[config.mk]
export PLATFORM = sky130hd
export DESIGN_NAME = avr_io_alarm_flat
export DESIGN_NICKNAME = d
export VERILOG_FILES = /design/src/rtl/avr_io_alarm_if.sv /design/src/rtl/avr_io_alarm.sv /design/src/flat_wrapper.sv
export SDC_FILE = /design/constraint.sdc
export NUM_CORES = 1
export LEC_CHECK = 0
export BUFFER_PORTS_ARGS = -buffer_cell sky130_fd_sc_hd__buf_2
export CAP_MARGIN = 40
export CORE_ASPECT_RATIO = 0.75
export CORE_MARGIN = 3
export CORE_UTILIZATION = 50
export DETAILED_ROUTE_END_ITERATION = 8
export PLACE_DENSITY = 0.66
export SYNTH_ARGS = -nofsm -noshare
export SYNTH_HDL_FRONTEND = slang
export SYNTH_SLANG_ARGS = --single-unit
[constraint.sdc]
create_clock -name clk -period 6.4 [get_ports clk]
set_clock_uncertainty 0.2 [all_clocks]
set_input_delay 0.32 -clock clk [delete_from_list [all_inputs] [get_ports clk]]
set_output_delay 0.32 -clock clk [all_outputs]
set_load 0.02 [all_outputs]
[src/rtl/avr_io_alarm_if.sv]
// avr_io_alarm_if: AVR I/O bus strobes, address/data and the interrupt line of the alarm block.
interface avr_io_alarm_if;
    logic       io_re;
    logic       io_we;
    logic [2:0] io_a;
    logic [7:0] io_di;
    logic [7:0] io_do;
    logic       irq;
    modport slave (input io_re, io_we, io_a, io_di, output io_do, irq);
    modport master (output io_re, io_we, io_a, io_di, input io_do, irq);
endinterface

[src/rtl/avr_io_alarm.sv]
// avr_io_alarm: NCH alarm channels sharing one 16-bit timebase and one comparator scanned a channel per clock.
// Define AVR_ALARM_PERIODIC_EN to add per-channel auto-reload periods (PER), loaded through a SEL escape.
module avr_io_alarm #(
    parameter int NCH = 4
) (
    input logic           clk,
    input logic           rst,
    avr_io_alarm_if.slave bus
);
    localparam logic [2:0] LAST = 3'(NCH - 1);
    localparam logic [7:0] CH_MASK = 8'((1 << NCH) - 1);

    logic [15:0] cnt_q, cnt_d;
    logic [7:0]  tmp_q, tmp_d, ctrl_q, ctrl_d, arm_q, arm_d, pend_q, pend_d, rdata;
    logic [2:0]  sel_q, sel_d, s_q, s_d, rr_q, rr_d, last_q, last_d, ch, fall;
    logic [11:0] pre_q, pre_d;
    logic [15:0] cmp_q [8];
    logic [15:0] cmp_d [8];
`ifdef AVR_ALARM_PERIODIC_EN
    logic [15:0] per_q [8];
    logic [15:0] per_d [8];
`endif
    logic        wr, arm_wr, sel_ok, valid, tick, hit;
    logic [3:0]  j;

    assign wr      = bus.io_we & ~bus.io_re;
    assign arm_wr  = wr && bus.io_a == 3'd5;
    assign sel_ok  = {1'b0, sel_q} < 4'(NCH);
    assign valid   = |pend_q;
    assign bus.irq = ctrl_q[7] & valid;
    assign bus.io_do = bus.io_re ? rdata : 8'h00;

    // Search upward from rr, wrapping; with nothing pending ch shows the last granted channel.
    always_comb begin
        ch = last_q;
        j = '0;
        for (int i = NCH - 1; i >= 0; i--) begin
            j = {1'b0, rr_q} + 4'(i);
            j = (j >= 4'(NCH)) ? j - 4'(NCH) : j;
            if (pend_q[j[2:0]]) ch = j[2:0];
        end
    end

    always_comb begin
        case (bus.io_a)
            3'd0:    rdata = cnt_q[7:0];
            3'd1:    rdata = tmp_q;
            3'd2:    rdata = {5'b0, sel_q};
            3'd3:    rdata = sel_ok ? cmp_q[sel_q][7:0] : 8'h00;
            3'd4:    rdata = ctrl_q;
            3'd5:    rdata = arm_q;
            3'd6:    rdata = pend_q;
            default: rdata = {valid, 4'b0, ch};
        endcase
    end

    always_comb begin
        cnt_d = cnt_q;
        tmp_d = tmp_q;
        sel_d = sel_q;
        ctrl_d = ctrl_q;
        arm_d = arm_q;
        pend_d = pend_q;
        rr_d = rr_q;
        last_d = last_q;
        pre_d = pre_q;
        cmp_d = cmp_q;
`ifdef AVR_ALARM_PERIODIC_EN
        per_d = per_q;
`endif
        s_d = (s_q == LAST) ? 3'd0 : s_q + 3'd1;
        fall = 3'b0;
        tick = 1'b0;
        if (ctrl_q[6] && s_q == LAST) begin
            pre_d = pre_q + 12'd1;
            fall = {pre_q[11], pre_q[7], pre_q[3]} & ~{pre_d[11], pre_d[7], pre_d[3]};
            tick = ctrl_q[1:0] == 2'd0 ? 1'b1 : ctrl_q[1:0] == 2'd1 ? fall[0] : ctrl_q[1:0] == 2'd2 ? fall[1] : fall[2];
            cnt_d = cnt_q + 16'(tick);
        end
        hit = arm_q[s_q] && cmp_q[s_q] == cnt_q &&
              !(wr && (bus.io_a == 3'd0 || (bus.io_a == 3'd3 && sel_q == s_q)));
        if (bus.io_re) begin
            if (bus.io_a == 3'd0) tmp_d = cnt_q[15:8];
            if (bus.io_a == 3'd3) tmp_d = sel_ok ? cmp_q[sel_q][15:8] : 8'h00;
            if (bus.io_a == 3'd7 && valid) begin
                pend_d[ch] = 1'b0;
                rr_d = (ch == LAST) ? 3'd0 : ch + 3'd1;
                last_d = ch;
            end
        end
        if (wr) begin
            case (bus.io_a)
                3'd0: begin
                    cnt_d = {tmp_q, bus.io_di};
                    s_d = 3'd0;
                    pre_d = '0;
                end
                3'd1: tmp_d = bus.io_di;
`ifdef AVR_ALARM_PERIODIC_EN
                3'd2: begin
                    if (bus.io_di[7:4] != 4'hF) sel_d = bus.io_di[2:0];
                    else if ({1'b0, bus.io_di[2:0]} < 4'(NCH)) per_d[bus.io_di[2:0]] = {tmp_q, 8'h00};
                end
`else
                3'd2: sel_d = bus.io_di[2:0];
`endif
                3'd3: begin
                    if (sel_ok) begin
                        cmp_d[sel_q] = {tmp_q, bus.io_di};
                        arm_d[sel_q] = 1'b1;
                        pend_d[sel_q] = 1'b0;
                    end
                end
                3'd4: ctrl_d = bus.io_di & 8'hC3;
                3'd5: arm_d = bus.io_di & CH_MASK;
                3'd6: pend_d = pend_q & ~bus.io_di;
                default: ;
            endcase
        end
        if (hit) begin
            pend_d[s_q] = 1'b1;
`ifdef AVR_ALARM_PERIODIC_EN
            if (per_q[s_q] != 16'h0) cmp_d[s_q] = cmp_q[s_q] + per_q[s_q];
            else if (!arm_wr) arm_d[s_q] = 1'b0;
`else
            if (!arm_wr) arm_d[s_q] = 1'b0;
`endif
        end
    end

    always_ff @(posedge clk) begin
        if (rst) begin
            cnt_q <= '0;
            tmp_q <= '0;
            sel_q <= '0;
            ctrl_q <= '0;
            arm_q <= '0;
            pend_q <= '0;
            s_q <= '0;
            rr_q <= '0;
            last_q <= '0;
            pre_q <= '0;
            cmp_q <= '{default: '0};
`ifdef AVR_ALARM_PERIODIC_EN
            per_q <= '{default: '0};
`endif
        end else begin
            cnt_q <= cnt_d;
            tmp_q <= tmp_d;
            sel_q <= sel_d;
            ctrl_q <= ctrl_d;
            arm_q <= arm_d;
            pend_q <= pend_d;
            s_q <= s_d;
            rr_q <= rr_d;
            last_q <= last_d;
            pre_q <= pre_d;
            cmp_q <= cmp_d;
`ifdef AVR_ALARM_PERIODIC_EN
            per_q <= per_d;
`endif
        end
    end
endmodule

[src/flat_wrapper.sv]
// flat-port wrapper written by rule: the top's interface ports become plain ports
module avr_io_alarm_flat 
#(
    parameter int NCH = 4
)
  (clk, rst, bus_io_re, bus_io_we, bus_io_a, bus_io_di, bus_io_do, bus_irq);
  avr_io_alarm_if bus_i ();
  input logic clk;
  input logic rst;
  input wire logic [$bits(bus_i.io_re)-1:0] bus_io_re;
  input wire logic [$bits(bus_i.io_we)-1:0] bus_io_we;
  input wire logic [$bits(bus_i.io_a)-1:0] bus_io_a;
  input wire logic [$bits(bus_i.io_di)-1:0] bus_io_di;
  output wire logic [$bits(bus_i.io_do)-1:0] bus_io_do;
  output wire logic [$bits(bus_i.irq)-1:0] bus_irq;
  assign bus_i.io_re = bus_io_re;
  assign bus_i.io_we = bus_io_we;
  assign bus_i.io_a = bus_io_a;
  assign bus_i.io_di = bus_io_di;
  assign bus_io_do = bus_i.io_do;
  assign bus_irq = bus_i.irq;
  avr_io_alarm #(.NCH(NCH)) u_core (.clk(clk), .rst(rst), .bus(bus_i));
endmodule
==> results of run 1 <==
[how the worst max path moves through the flow]
stage               cells past startpoint            from  slack (ns)            to
floorplan                              10  u_core.rr_q[1]        3.47  bus_io_do[1]
global placement                        9  u_core.rr_q[0]        2.60  bus_io_do[1]
detailed placement                      9  u_core.rr_q[0]        2.64  bus_io_do[1]
CTS                                     9  u_core.rr_q[0]        2.16  bus_io_do[1]
global route                            9  u_core.rr_q[0]        1.81  bus_io_do[1]
finish                                  9  u_core.rr_q[0]        2.10  bus_io_do[1]
[logic make-up (layout without fill, tap and decap cells)]
family | Yosys count | after routing | synth area share [%]
xor+xnor | 36 | 36 | 3.101
mux | 92 | 92 | 11.49
compound gates | 292 | 292 | 18.11
simple gates | 483 | 483 | 22.90
buf+inv | 106 | 91 | 4.688
fa+ha+maj | 9 | 9 | 1.108
flops | 196 | 196 | 38.59
[through the flow]
| step | total power [µW] | hold slack, ns | std cells | setup WS (ns) | util, % |
|---|---|---|---|---|---|
| after CTS | 2581 | 0.01586 | 1452 | 2.160 | 56.01 |
| final | 2580 | 0.03465 | 1452 | 2.096 | 56.01 |
| after floorplan | 1451 | 0.2158 | 1214 | 3.470 | - |
| after global placement | 1521 | 0.2373 | 1409 | 2.601 | 52.25 |
| after global routing | 2657 | 0.04227 | 1452 | 1.814 | 56.01 |
| after detailed placement | 1522 | 0.2432 | 1419 | 2.643 | 52.99 |
[cell usage in the layout (no fill, tap or decap), types with 18 or more instances in the layout]
cell / synthesis / final
dfxtp_1: 196 / 194
nor2b_1: 72 / 72
nand3_1: 37 / 37
nor2_1: 77 / 76
xnor2_1: 18 / 18
mux2i_1: 50 / 50
nand2_1: 202 / 202
buf_2: 9 / 23
a21oi_1: 127 / 127
o21ai_0: 34 / 34
xor2_1: 18 / 18
mux2_2: 24 / 24
[worst register-to-register path, delay by kind of cell, from the launching register on]
family | cells | cell delay, ns
mux | 2 | 0.75
simple gates | 3 | 1.03
buf+inv | 1 | 0.59
xor+xnor | 1 | 0.17
flops | 1 | 0.75
compound gates | 1 | 0.22
[repair_timing]
item                      4_1_cts  5_1_grt
hold endpoints to repair       12        0
resized for setup               0        0
hold buffers                    1        0
[final cells by class]
cell class | count | area (µm²)
sequential | 196 | 3926
clock inverter | 14 | 145.1
multi-input combinational | 912 | 5769
timing repair buffer | 45 | 359.1
inverter | 14 | 52.55
fill | 1820 | 8646
clock buffer | 18 | 439.2
tap | 253 | 316.6
[state kept, by name (all words and copies together) (netlist names)]
register	cells
u_core.cnt_q	16
u_core.sel_q	3
u_core.tmp_q	8
u_core.last_q	3
u_core.arm_q	8
u_core.pend_q	8
u_core.pre_q	12
u_core.ctrl_q	4
u_core.cmp_q	128
u_core.rr_q	3
u_core.s_q	3
[routing by layer]
layer / vias up / part of all wire (%) / GRT usage [%]
met5: - / 0 / 0
met2: 516 / 39 / 40.00
met4: 0 / 1.9 / 7.773
met3: 56 / 12 / 9.546
met1: 4313 / 46 / 44.90
li1: 4215 / - / -
[where the power goes]
group / total (µW) / internal [µW] / switching (µW)
Clock: 1070 / 559 / 515
Combinational: 246 / 78.8 / 168
Sequential: 1260 / 1230 / 30.8
==> out/results.txt, run 1 <==
Die Width - 170.7 µm
TritonRoute pass-1 iters - 5
Max Clk Rate - 232.3 MHz
Final min period - 4.304 ns
synthesized cell area - 10170 µm²
I/O pin total - 24
Post-synth ARST share - 0%
Synth area leaders - dfxtp_1 (39%), nand2_1 (7.5%), a21oi_1 (6.3%)
Initial Util - 51.73%
MaxCap Viol Count - 0
first-pass GRT wire length - 49.91 mm
vias in the first global route - 8458
number of port buffers - 23
syn_area_per_cell - 8.375 µm²
clock-pin slew of the registers on the worst-case setup and hold paths - 0.08 ns
Routed WL per cell - 22.13 µm
Crit path arrival time - 3.78 ns
worst hold path class - in2reg
Yosys Warn Count - 0
Sink Count - 196
final setup fails - 0
CP required - 5.88 ns
via count - 9100
Synth Register Bits - 196
DP Wirelength - 22.51 mm
Die ar. - 22100 µm²
Power Density - 234.4 nW/µm²
worst-skew pair later-pin latency - 0.44 ns
Top delay family on crit path - compound AO/OA/AOI/OAI gates
CP Max Fanout - 18
Setup CP Type - reg2out
DRC viols - 0
total gr overflow - 0
HP Start - bus_io_di[7]
largest net degree at the start of global routing - 111
R2R setup slack - 2.61 ns
VDD IR max - 0.0001678 V
fin. max-slew vios - 0
Synth top area share - 38.59%
Hold Path End - u_core.cmp_q[119]
Startpoint Class - flip-flop
cell with the most instances after synthesis - nand2_1
RSZ-0062 raised after global routing - no
worst-case reg-to-reg path depth - 8
Rows - 44
Routed Antenna Nets - 0
hold depth - 3
relative slew slack - 40.55%
Hold Vio Cnt, Final - 0
Overall Global Routing Usage - 29.58%
total CTS buffers - 17
worst r2r dst - u_core.pend_q[1]
sum of negative setup slack - 0 ns
root buffer cell - clkbuf_16
Max H-tree Level - 4
cells after synthesis - 1214
Post-synth EDFFs - 0
Post-synth top flop - dfxtp_1
Post-CTS Setup Bufs - 0
Layout area overhead - 8.270%
via/cell ratio - 6.267
nets - 1210
critical path cell sequence - inv_1, ha_1, mux2i_1, o32ai_1, o21ai_0, a31oi_1, nor2_2, o221a_2, buf_2
CP bufs+invs - 2
Crit-path slowest cell - dfxtp_1
core box area - 19650 µm²
status - complete, no violations
CTS tree - yes
ratio of cells with drive above 1 in the final layout - 11.18%
post-synth top area cell - dfxtp_1
Worst Tran Pin Value - 0.8899 ns
CP peak stage delay - 0.73 ns
Final Cell Area - 11010 µm²
Seq/Total Area, Yosys - 38.59%
Ant. Diodes - 0
GPL Wtd Cong - 0.9547
DP Area - 10410 µm²
antenna violations before repair - 0
die height - 129.5 µm
Pleak - 0.003733 µW
Synth cell types - 73
R2R Path Start - u_core.s_q[2]
Synth top cells by count - nand2_1 (202), dfxtp_1 (196), a21oi_1 (127)
final WL - 32.13 mm
Syn Nets - 1238
crit end category - primary output
1st-iter DRT viols - 1278
final period utilization - 67.25%
Longest Clk Path Bufs - 2
Power figures use the tool's default switching activity.
==> run 2, diff against run 1 <==
--- a/config.mk
+++ b/config.mk
@@ -11,7 +11,7 @@
 export CORE_MARGIN = 3
 export CORE_UTILIZATION = 50
 export DETAILED_ROUTE_END_ITERATION = 8
-export PLACE_DENSITY = 0.66
+export PLACE_DENSITY = 0.69
 export SYNTH_ARGS = -nofsm -noshare
 export SYNTH_HDL_FRONTEND = slang
 export SYNTH_SLANG_ARGS = --single-unit
==> constraint.sdc (replaced) <==
create_clock -name clk -period 3.67 [get_ports clk]
set_clock_uncertainty 0.2 [all_clocks]
set_input_delay 0.1835 -clock clk [delete_from_list [all_inputs] [get_ports clk]]
set_output_delay 0.1835 -clock clk [all_outputs]
set_load 0.02 [all_outputs]
==> out/results.txt, run 2 (synthesized netlist as in run 1, its figures left out) <==
Global Route met2 Usage - 41.22% (was 40.00%)
status - complete, no violations (unchanged)
final setup fails - 0 (unchanged)
Rows - 44 (unchanged)
1st-iter DRT viols - 1473 (was 1278)
worst hold path class - in2reg (unchanged)
met1 usage - 45.83% (was 44.90%)
Die Width - 170.7 µm (unchanged)
biggest regs - u_core.cmp_q (128), u_core.cnt_q (16), u_core.pre_q (12) (unchanged)
final WL - 33.98 mm (was 32.13 mm)
Max Clk Rate - 285.0 MHz
die height - 129.5 µm (unchanged)
Largest register FFs - 128 (unchanged)
Crit path arrival time - 3.13 ns (was 3.78 ns)
largest net degree at the start of global routing - 139 (was 111)
worst-skew pair later-pin latency - 0.46 ns (was 0.44 ns)
DRC viols - 0 (unchanged)
clock network power share - 42.7% (was 41.6%)
Hold Vio Cnt, Final - 0 (unchanged)
NetSw - 1330 µW (was 713.7 µW)
RSZ-0062 raised after global routing - no (unchanged)
Initial Util - 51.73% (unchanged)
first-pass GRT wire length - 51.68 mm (was 49.91 mm)
DP Wirelength - 24.25 mm (was 22.51 mm)
TritonRoute pass-1 iters - 8 (was 5)
final period utilization - 95.61%
GPL Wtd Cong - 0.9790 (was 0.9547)
I/O pin total - 24 (unchanged)
total gr overflow - 0 (unchanged)
final core utilization - 57.57% (was 56.01%)
ratio of cells with drive above 1 in the final layout - 13.20% (was 11.18%)
root buffer cell - clkbuf_16 (unchanged)
Max H-tree Level - 4 (unchanged)
R2R setup slack - 0.41 ns (was 2.61 ns)
CP Max Fanout - 9 (was 18)
Die ar. - 22100 µm² (unchanged)
Layout area overhead - 11.28% (was 8.270%)
nets - 1246 (was 1210)
fin. max-slew vios - 0 (unchanged)
CTS tree - yes (unchanged)
antenna violations before repair - 0 (unchanged)
Setup CP Type - reg2out (unchanged)
Ant. Diodes - 0 (unchanged)
sum of negative setup slack - 0 ns (unchanged)
share of power burned in registers - 47.6% (was 48.8%)
MaxCap Viol Count - 0 (unchanged)
Gate power share - 9.6% (was 9.5%)
total CTS buffers - 17 (unchanged)
Startpoint Class - flip-flop (unchanged)
vias in the first global route - 8553 (was 8458)
core box area - 19650 µm² (unchanged)
commonest non-fill, non-tap cell in the layout - nand2_1 (unchanged)
Longest Clk Path Bufs - 2 (unchanged)
Routed Antenna Nets - 0 (unchanged)
pre-CTS setup slack - 0.5294 ns (was 2.643 ns)
Tot Pwr - 4626 µW (was 2580 µW)
P_int - 3296 µW (was 1867 µW)
via/cell ratio - 6.267 (about the same)
Sink Count - 196 (unchanged)
setup ws final - 0.1610 ns (was 2.096 ns)
Routed WL per cell - 22.84 µm (was 22.13 µm)
Overall Global Routing Usage - 31.07% (was 29.58%)
Pleak - 0.003909 µW (was 0.003733 µW)
Worst Tran Pin Value - 0.8589 ns (was 0.8899 ns)
Reg with most FFs - u_core.cmp_q (unchanged)
relative slew slack - 42.13% (was 40.55%)
number of port buffers - 23 (unchanged)
crit end category - primary output (unchanged)
VDD IR max - 0.0003711 V (was 0.0001678 V)
Sw Ratio - 28.75% (was 27.66%)
via count - 9325 (was 9100)
Final min period - 3.509 ns
CP required - 3.29 ns (was 5.88 ns)
clock-pin slew of the registers on the worst-case setup and hold paths - 0.08 ns (about the same)
GRT met3 Usage - 12.99% (was 9.546%)
Power Density - 408.9 nW/µm² (was 234.4 nW/µm²)
busiest layer in global routing - met1 (unchanged)
commonest cells after routing, fill and taps aside - nand2_1 (202), dfxtp_1 (194), a21oi_1 (127) (unchanged)
## run 2: cell types whose count changed in the layout (fill, tap and decap cells not counted), moves of 2 or more
cell	previous run	this run
clkinv_8	1	5
buf_4	12	47
o32ai_1	4	2
clkinv_2	2	0
nor2_2	2	0
buf_8	7	0
dlygate4sd3_1	1	9
buf_12	0	2
clkinv_4	2	0
o32ai_2	0	2
## run 2: worst max-delay path: stages (launching register included)
cell and delay (ns):
dfxtp_1 0.34, inv_1 0.06, ha_1 0.53, mux2i_1 0.22
mux2_2 0.36, o311ai_0 0.34, a31oi_1 0.15, nor2_4 0.27
o221a_2 0.23, buf_2 0.16
## run 2: worst paths after layout
kind                      to       startpoint  cells past startpoint
max reg2reg  u_core.arm_q[1]    u_core.s_q[2]                      8
min          u_core.tmp_q[3]        bus_io_re                      4
max             bus_io_do[1]   u_core.rr_q[0]                      9
min reg2reg  u_core.arm_q[4]  u_core.arm_q[4]                      2
## run 2: timing repair
| action | 4_1_cts | 5_1_grt |
|---|---|---|
| gates resized for setup | 0 | 3 |
| hold endpoints to repair | 68 | 0 |
| hold buffers | 9 | 0 |
| endpoints found under the setup margin | 0 | 2 |
| buffers inserted | 0 | 2 |
## run 2: layout make-up
class                           count  area, µm²
Sequential cell                   196       3926
Tap cell                          253      316.6
Timing Repair Buffer               81      604.3
Multi-Input combinational cell    912       5787
Clock inverter                     15      202.7
Clock buffer                       17      425.4
Fill cell                        1786       8339
Inverter                           14      52.55
## run 2: per-layer routing
layer  part of all wire [%]  vias to the layer above
li1                       -                     4294
met1                     45                     4435
met2                     39                      542
met3                     14                       54
met4                    1.7                        0
met5                      0                        -
## run 2: through the flow
step | cells | hold WS [ns] | instance area (µm²)
global route | 1488 | 0.1771 | 11310
global placement | 1445 | 0.2425 | 10560
CTS | 1486 | 0.1114 | 11280
detailed placement | 1445 | 0.2406 | 10560
floorplan | 1214 | 0.1195 | 10170
finish | 1488 | 0.1372 | 11310
## run 2: power by group through the flow
stage | logic, µW | clock network (µW) | registers (µW)
after floorplan | 322 | 0 | 2210
after global placement | 415 | 0 | 2250
after detailed placement | 417 | 0 | 2250
after CTS | 426 | 2000 | 2200
after global routing | 479 | 2080 | 2210
final | 445 | 1980 | 2200
==> run 3, diff against run 2 <==
--- a/config.mk
+++ b/config.mk
@@ -12,6 +12,8 @@
 export CORE_UTILIZATION = 50
 export DETAILED_ROUTE_END_ITERATION = 8
 export PLACE_DENSITY = 0.69
+export RECOVER_POWER = 100
+export SKIP_LAST_GASP = 1
 export SYNTH_ARGS = -nofsm -noshare
 export SYNTH_HDL_FRONTEND = slang
 export SYNTH_SLANG_ARGS = --single-unit
==> out/results.txt, run 3 (synthesized netlist as in run 1, its figures left out) <==
status - complete, but fails checks (was complete, no violations)
failing checks - capacitance limit, slew limit
total gr overflow - 0 (unchanged)
via/cell ratio - 6.247 (was 6.267)
first-pass GRT wire length - 51.68 mm (unchanged)
via count - 9295 (was 9325)
Largest register FFs - 128 (unchanged)
total CTS buffers - 17 (unchanged)
Rows - 44 (unchanged)
worst hold path class - in2reg (unchanged)
final cell count without fillers - 1488 (unchanged)
Worst Tran Pin Value - 2.069 ns (was 0.8589 ns)
antenna violations before repair - 0 (unchanged)
biggest regs - u_core.cmp_q (128), u_core.cnt_q (16), u_core.pre_q (12) (unchanged)
VDD IR max - 0.0003722 V (was 0.0003711 V)
1st-iter DRT viols - 1453 (was 1473)
nets - 1246 (unchanged)
relative slew slack - -37.90% (was 42.13%)
share of power burned in registers - 47.7% (was 47.6%)
GPL Wtd Cong - 0.9790 (unchanged)
die height - 129.5 µm (unchanged)
Startpoint Class - flip-flop (unchanged)
vias in the first global route - 8553 (unchanged)
final core utilization - 57.37% (was 57.57%)
fin. max-slew vios - 45 (was 0)
Fillers - 1793 (was 1786)
Power Density - 409.4 nW/µm² (was 408.9 nW/µm²)
Hold Vio Cnt, Final - 0 (unchanged)
footprint of the multi-input gates - 5779 µm² (was 5787 µm²)
DP Wirelength - 24.25 mm (unchanged)
Pleak - 0.003875 µW (was 0.003909 µW)
Routed WL per cell - 22.76 µm (was 22.84 µm)
number of port buffers - 23 (unchanged)
largest net degree at the start of global routing - 139 (unchanged)
root buffer cell - clkbuf_16 (unchanged)
met1 usage - 45.83% (unchanged)
Die Width - 170.7 µm (unchanged)
Max H-tree Level - 4 (unchanged)
commonest non-fill, non-tap cell in the layout - nand2_1 (unchanged)
R2R setup slack - 0.25 ns (was 0.41 ns)
Die ar. - 22100 µm² (unchanged)
Crit path arrival time - 3.22 ns (was 3.13 ns)
Initial Util - 51.73% (unchanged)
CTS tree - yes (unchanged)
Sink Count - 196 (unchanged)
Ant. Diodes - 0 (unchanged)
ratio of cells with drive above 1 in the final layout - 12.63% (was 13.20%)
Routed Antenna Nets - 0 (unchanged)
Longest Clk Path Bufs - 2 (unchanged)
Sw Ratio - 28.69% (was 28.75%)
Layout area overhead - 10.89% (was 11.28%)
MaxCap Viol Count - 1 (was 0)
clock network power share - 42.7% (about the same)
Setup CP Type - reg2out (unchanged)
Final min period - 3.599 ns (was 3.509 ns)
commonest cells after routing, fill and taps aside - nand2_1 (202), dfxtp_1 (194), a21oi_1 (127) (unchanged)
final setup fails - 0 (unchanged)
TritonRoute pass-1 iters - 6 (was 8)
crit end category - primary output (unchanged)
NetSw - 1324 µW (was 1330 µW)
RSZ-0062 raised after global routing - yes (was no)
CP Max Fanout - 9 (unchanged)
Max Clk Rate - 277.9 MHz (was 285.0 MHz)
Reg with most FFs - u_core.cmp_q (unchanged)
Global Route met2 Usage - 41.22% (unchanged)
final period utilization - 98.05% (was 95.61%)
core box area - 19650 µm² (unchanged)
P_int - 3292 µW (was 3296 µW)
Overall Global Routing Usage - 31.07% (unchanged)
final WL - 33.87 mm (was 33.98 mm)
Sequential Area - 3926 µm² (unchanged)
CP required - 3.29 ns (about the same)
busiest layer in global routing - met1 (unchanged)
DRC viols - 0 (unchanged)
I/O pin total - 24 (unchanged)
DP Cell Count - 1445 (unchanged)
Gate power share - 9.5% (was 9.6%)
clock-pin slew of the registers on the worst-case setup and hold paths - 0.08 ns (about the same)
GRT met3 Usage - 12.99% (unchanged)
worst-skew pair later-pin latency - 0.45 ns (was 0.46 ns)
run 3: timing repair:
| action | in CTS | in global routing |
|---|---|---|
| hold buffers | 9 | 0 |
| endpoints found under the hold margin | 68 | 0 |
| setup endpoints to repair | 0 | 2 |
| setup buffers | 0 | 2 |
| gates resized for setup | 0 | 2 |
run 3: final cells by class:
class / instances / area share [%]
clock inverters: 15 / 1.798
repair buffers: 81 / 5.072
flip-flops and latches: 196 / 34.82
clock buffers: 17 / 3.773
well taps: 253 / 2.808
inverters: 14 / 0.4661
multi-input cells: 912 / 51.26
run 3: per-layer routing:
layer	wire length [µm]	share of wire [%]
met5	0	0
met4	571	1.7
met2	13240	39
met1	15120	45
met3	4941	15
run 3: final timing paths:
| check | startpoint | to | cells past startpoint |
|---|---|---|---|
| worst max register to register | u_core.s_q[1] | u_core.arm_q[0] | 8 |
| worst min register to register | u_core.arm_q[4] | u_core.arm_q[4] | 2 |
| worst min-delay path | bus_io_re | u_core.tmp_q[0] | 4 |
| worst max-delay path | u_core.rr_q[0] | bus_io_do[1] | 9 |
run 3: power by group through the flow:
stage               combinational (µW)  sequential, µW  clock (µW)
floorplan                          322            2210           0
global placement                   415            2250           0
detailed placement                 417            2250           0
CTS                                426            2200        2000
global route                       473            2210        2080
finish                             439            2200        1970
run 3: critical path: stages, from the launching register on:
cell	delay, ns
dfxtp_1	0.34
inv_1	0.06
ha_1	0.55
mux2i_1	0.21
o32ai_1	0.56
nor3_4	0.11
a31oi_1	0.35
nor2_4	0.12
o221a_2	0.29
buf_2	0.16
run 3: metrics by stage:
step	power [µW]	hold slack, ns	instance area [µm²]	setup slack [ns]	TNS (ns)
6_report	4616	0.1469	11270	0.07143	0
5_1_grt	4761	0.1771	11270	-0.02081	-0.02081
4_1_cts	4625	0.1114	11280	0.07220	0
3_5_place_dp	2668	0.2406	10560	0.5294	0
3_3_place_gp	2666	0.2425	10560	0.5328	0
2_1_floorplan	2531	0.1195	10170	0.8764	0
